==> config.mk <==
export PLATFORM = sky130hd
export DESIGN_NAME = ifetch_unit
export DESIGN_NICKNAME = d
export VERILOG_FILES = /design/src/rtl/ifetch_unit.sv
export SDC_FILE = /design/constraint.sdc
export NUM_CORES = 1
export LEC_CHECK = 0
export ABC_CLOCK_PERIOD_IN_PS = 5780
export CAP_MARGIN = 20
export CORE_MARGIN = 2
export CORE_UTILIZATION = 60
export CTS_CLUSTER_SIZE = 24
export DETAILED_ROUTE_END_ITERATION = 6
export PLACE_DENSITY = 0.86
export SYNTH_ARGS = -nofsm -noshare
export SYNTH_HDL_FRONTEND = slang
export SYNTH_SLANG_ARGS = --single-unit
==> constraint.sdc <==
create_clock -name clk -period 5.78 [get_ports clk]
set_input_delay 1.156 -clock clk [delete_from_list [all_inputs] [get_ports clk]]
set_output_delay 1.156 -clock clk [all_outputs]
set_load 0.005 [all_outputs]
==> src/rtl/ifetch_unit.sv <==
`timescale 1ns/1ps
`default_nettype none
// +--------------------------------------------------------------------------+
// | ifetch_unit: credit-limited fetch, 2-entry response FIFO, branch kill.   |
// | IFETCH_BYPASS_EN: response bypass when FIFO empty.  Rev 1.0              |
// +--------------------------------------------------------------------------+
module ifetch_unit #(
  parameter logic [31:0] RESET_PC = 32'h0000_0000
) (
  input  logic        clk,
  input  logic        rst_n,
  output logic        imem_req,
  output logic [31:0] imem_addr,
  input  logic        imem_gnt,
  input  logic        imem_rvalid,
  input  logic [31:0] imem_rdata,
  output logic        instr_valid,
  output logic [31:0] instr,
  output logic [31:0] instr_pc,
  input  logic        instr_ready,
  input  logic        br_taken,
  input  logic [31:0] br_pc,
  input  logic [15:0] br_imm
);

  logic        run_q;
  logic [31:0] pc_q, pc_d;
  logic        redir_q, redir_d;
  logic [31:0] redir_pc_q, redir_pc_d;
  logic [1:0]  out_q, out_d, kill_q, kill_d, cnt_q, cnt_d;
  logic [31:0] aq_q [2];
  logic [31:0] aq_d [2];
  logic [31:0] fi_q [2];
  logic [31:0] fi_d [2];
  logic [31:0] fp_q [2];
  logic [31:0] fp_d [2];

  logic        grant, rsp, rsp_kill, rsp_good, bypass, pop, fifo_pop, push;
  logic [2:0]  used;
  logic [1:0]  abase, fbase;
  logic [31:0] target;

  assign grant    = imem_req && imem_gnt;
  assign rsp      = imem_rvalid && (out_q != 2'd0);
  assign rsp_kill = rsp && (kill_q != 2'd0);
  assign rsp_good = rsp && !rsp_kill && !br_taken;
  assign target   = br_pc + 32'd4 + {{14{br_imm[15]}}, br_imm, 2'b00};

`ifdef IFETCH_BYPASS_EN
  assign bypass = rsp_good && (cnt_q == 2'd0);
`else
  assign bypass = 1'b0;
`endif

  assign instr_valid = (cnt_q != 2'd0) || bypass;
  assign instr       = bypass ? imem_rdata : fi_q[0];
  assign instr_pc    = bypass ? aq_q[0] : fp_q[0];
  assign pop         = instr_valid && instr_ready;
  assign fifo_pop    = pop && (cnt_q != 2'd0);
  assign push        = rsp_good && !(bypass && instr_ready);

  // A pop this cycle frees its credit immediately, so streaming needs no bubble.
  assign used      = {1'b0, out_q} + {1'b0, cnt_q} - {2'b00, pop};
  assign imem_req  = run_q && (used < 3'd2);
  assign imem_addr = pc_q;

  always_comb begin
    pc_d       = pc_q;
    redir_d    = redir_q;
    redir_pc_d = redir_pc_q;
    if (br_taken) begin
      if (imem_req && !imem_gnt) begin
        redir_d    = 1'b1;
        redir_pc_d = target;
      end else begin
        pc_d    = target;
        redir_d = 1'b0;
      end
    end else if (grant) begin
      if (redir_q) begin
        pc_d    = redir_pc_q;
        redir_d = 1'b0;
      end else begin
        pc_d = pc_q + 32'd4;
      end
    end
  end

  // Outstanding-address queue: head is the address of the next response.
  always_comb begin
    aq_d  = aq_q;
    abase = out_q - {1'b0, rsp};
    if (rsp) aq_d[0] = aq_q[1];
    if (grant) aq_d[abase[0]] = pc_q;
    out_d = abase + {1'b0, grant};
    if (br_taken) kill_d = out_d;
    else kill_d = kill_q - {1'b0, rsp_kill} + {1'b0, grant && redir_q};
  end

  always_comb begin
    fi_d  = fi_q;
    fp_d  = fp_q;
    fbase = cnt_q - {1'b0, fifo_pop};
    cnt_d = 2'd0;
    if (!br_taken) begin
      if (fifo_pop) begin
        fi_d[0] = fi_q[1];
        fp_d[0] = fp_q[1];
      end
      if (push) begin
        fi_d[fbase[0]] = imem_rdata;
        fp_d[fbase[0]] = aq_q[0];
      end
      cnt_d = fbase + {1'b0, push};
    end
  end

  always_ff @(posedge clk or negedge rst_n) begin
    if (!rst_n) begin
      run_q      <= 1'b0;
      pc_q       <= RESET_PC;
      redir_q    <= 1'b0;
      redir_pc_q <= 32'd0;
      out_q      <= 2'd0;
      kill_q     <= 2'd0;
      cnt_q      <= 2'd0;
      aq_q[0]    <= 32'd0;
      aq_q[1]    <= 32'd0;
      fi_q[0]    <= 32'd0;
      fi_q[1]    <= 32'd0;
      fp_q[0]    <= 32'd0;
      fp_q[1]    <= 32'd0;
    end else begin
      run_q      <= 1'b1;
      pc_q       <= pc_d;
      redir_q    <= redir_d;
      redir_pc_q <= redir_pc_d;
      out_q      <= out_d;
      kill_q     <= kill_d;
      cnt_q      <= cnt_d;
      aq_q[0]    <= aq_d[0];
      aq_q[1]    <= aq_d[1];
      fi_q[0]    <= fi_d[0];
      fi_q[1]    <= fi_d[1];
      fp_q[0]    <= fp_d[0];
      fp_q[1]    <= fp_d[1];
    end
  end

endmodule
`default_nettype wire

==> qor.csv <==
metric;value;unit
Synth Area per Inst;10.2;µm²
Critical Path Max Stage Delay;0.55;ns
Final #Nets;1621;
post-CTS setup buffer count;0;
Cell Area, Synth;0.0142;mm²
# fillers;1704;
post-synthesis sequential area ratio;0.465;
DR WL/cell;17.7;µm
most frequent cell after synthesis;dfrtp_1;
worst clock skew;0.00977;ns
status;complete, no violations;
port bufs;183;
Slew @ Worst Pin;0.914;ns
post-layout minimum cycle time;4.89;ns
post-route ant nets;0;
Yosys top cell area share;0.465;
crit path DAT;3.74;ns
critical path's slowest cell;clkdlybuf4s50_1;
share of cells above drive strength 1;0.142;
critical path depth;11;
Initial Util;0.608;
Post-synth EDFFs;0;
Net Count, Synth;1550;
Worst IR Drop VDD;0.268;mV
die width;158;µm
endpoints failing setup;0;
yosys warns;0;
critical path's top delay family;buffers and inverters;
gpl congestion;0.890;
post-DP HPWL;21400;µm
total gr overflow;0;
deepest clock path buffer count;3;
CP cell instances;clkdlybuf4s50_1, nand2_1, inv_1, ha_1, inv_1, nand2_1, fa_1, xor2_1, nand3_1, inv_1, clkdlybuf4s50_1;
Synth top cells by count;dfrtp_1, nand2_1, mux2_2, o21ai_0, nor2_1;
main area contributors after synthesis;dfrtp_1, mux2_2, ha_1, o21ai_0, nand2_1;
DR pass1 iterations;5;
Leak;7.39;nW
most area-hungry cell type in the Yosys netlist;dfrtp_1;
Post-CTS Hold Buffers;0;
Top cell by count, worst path;inv_1;
library cells used by synthesis;71;
# H-tree levels;1;
CP max FO;4;
Layout area overhead;17.0;%
worst path required time;4.62;ns
synthesized instance count;1396;
Max Cap Violations;0;
min-delay worst type;register to register;
CP Capture Type;output port;
Tot GR Track Use;0.254;
vias per cell;5.97;
PD cells;489;mW/mm²
f_max;204;MHz
initial antenna violation count;0;
largest net degree at the start of global routing;123;
Core ar.;0.0234;mm²
Startpoint Class;primary input;
Setup WS pre-CTS;0.905;ns
unrepaired setup endpoints after global routing;false;
ys flop type;dfrtp_1;
clk slew on worst S/H paths;0.06;ns
dpl cells;1757;
Resized Gates After CTS;0;
clock tree from TritonCTS;built;
Antenna Cells;0;
Vias;10800;
Tot Pwr;8.13;mW
Slew HR;0.391;
clk root buf;clkbuf_16;
Final Non-Filler Cells;1806;
CTS sink cnt;264;
period utilisation layout;0.847;
critical path class;primary input to output port;
Detailed Route Iter0 Violations;816;
DIE AREA;0.0250;mm²
CP bufs+invs;5;
Hold Vio Cnt, Final;0;
I/O pin count;184;
Post-synth ARST share;1.00;
Seq cells post-synth;264;
number of global-route vias before repair;10400;
Residual DRC;0;
routed wire length;32000;µm
hold-critical path depth;2;
# rows;56;
TNS Setup;0;ns
TritonCTS Buffers;26;
Die Ht;158;µm
first-pass GRT wire length;51700;µm
final slew viol count;0;
worst setup margin;0.887;ns
cell count of the worst reg-to-reg path;15;
Worst-Skew Late Latency;0.53;ns
==> final timing paths <==
kind | startpoint | endpoint | slack, ns
worst max register to register | cnt_q[1] | register | 1.91
max in group asynchronous | rst_n | aq_q[33] | 3.87
worst max-delay path | instr_ready | imem_req | 0.89
worst min-delay path | instr_pc[24] | instr_pc[24] | 0.48
min in group asynchronous | rst_n | async pin | 0.70
worst min register to register | instr_pc[24] | instr_pc[24] | 0.48
==> cells by family (layout without fill, tap and decap cells) <==
kind of cell,count (synthesis),in the layout,share of synthesized area
AOI/OAI and AO/OA,375,375,0.163
and+or+nand+nor,308,308,0.0961
DFF,264,264,0.465
buffers and inverters,185,276,0.0706
muxes,155,155,0.120
adders and majority gates,68,68,0.0609
xor gates and xnor gates,40,40,0.0246
other,1,1,0.000264
==> worst reg2reg max path, cell delays in order, from the launching register on <==
cell	delay, ns
dfrtp_1	0.36
inv_1	0.13
nand2_1	0.09
nand2_1	0.13
inv_1	0.11
ha_1	0.29
inv_1	0.10
nand2_1	0.07
fa_1	0.39
xor2_1	0.15
nand3_1	0.20
inv_1	0.15
and2_1	0.27
ha_1	0.69
buf_12	0.26
mux2_2	0.37
==> cell usage in the layout, fill, tap and decap left out, types with 36 or more instances in the layout <==
cell type          n
a21oi_1           89
mux2_2           119
dfrtp_1          264
a22oi_1           69
mux2i_1           36
nor2_1            93
o21ai_0          118
clkdlybuf4s50_1  181
ha_1              66
nand2_1          139
==> stage by stage <==
| stage | area, µm² | utilization | hold WS, ns |
|---|---|---|---|
| after floorplan | 14200 | - | 0.449 |
| after global placement | 15700 | 0.671 | 0.460 |
| after detailed placement | 15700 | 0.671 | 0.466 |
| after CTS | 16600 | 0.710 | 0.483 |
| after global routing | 16600 | 0.711 | 0.504 |
| final | 16600 | 0.711 | 0.476 |
==> per-layer routing <==
metal / global-route usage / vias up / share of wire
li1: - / 5048 / -
met1: 0.336 / 5252 / 0.43
met2: 0.436 / 417 / 0.48
met3: 0.0402 / 58 / 0.069
met4: 0.0678 / 0 / 0.021
met5: 0 / - / 0
==> cell type report <==
class	count	area (µm²)	area share
tap	319	399	0.0240
timing repair buffer	197	1960	0.118
multi-input combinational	947	6650	0.399
clock buffer	37	773	0.0465
sequential	264	6610	0.397
clock inverter	11	138	0.00827
inverter	31	116	0.00699
==> power by group <==
group / switching, mW / total [mW] / internal, mW / leakage [nW]
Combinational: 1.45 / 3.02 / 1.57 / 3.55
Clock: 0.702 / 1.77 / 1.06 / 0.443
Sequential: 0.687 / 3.35 / 2.66 / 3.39
Total: 2.83 / 8.13 / 5.30 / 7.39
(Power assumes the default switching activity.)
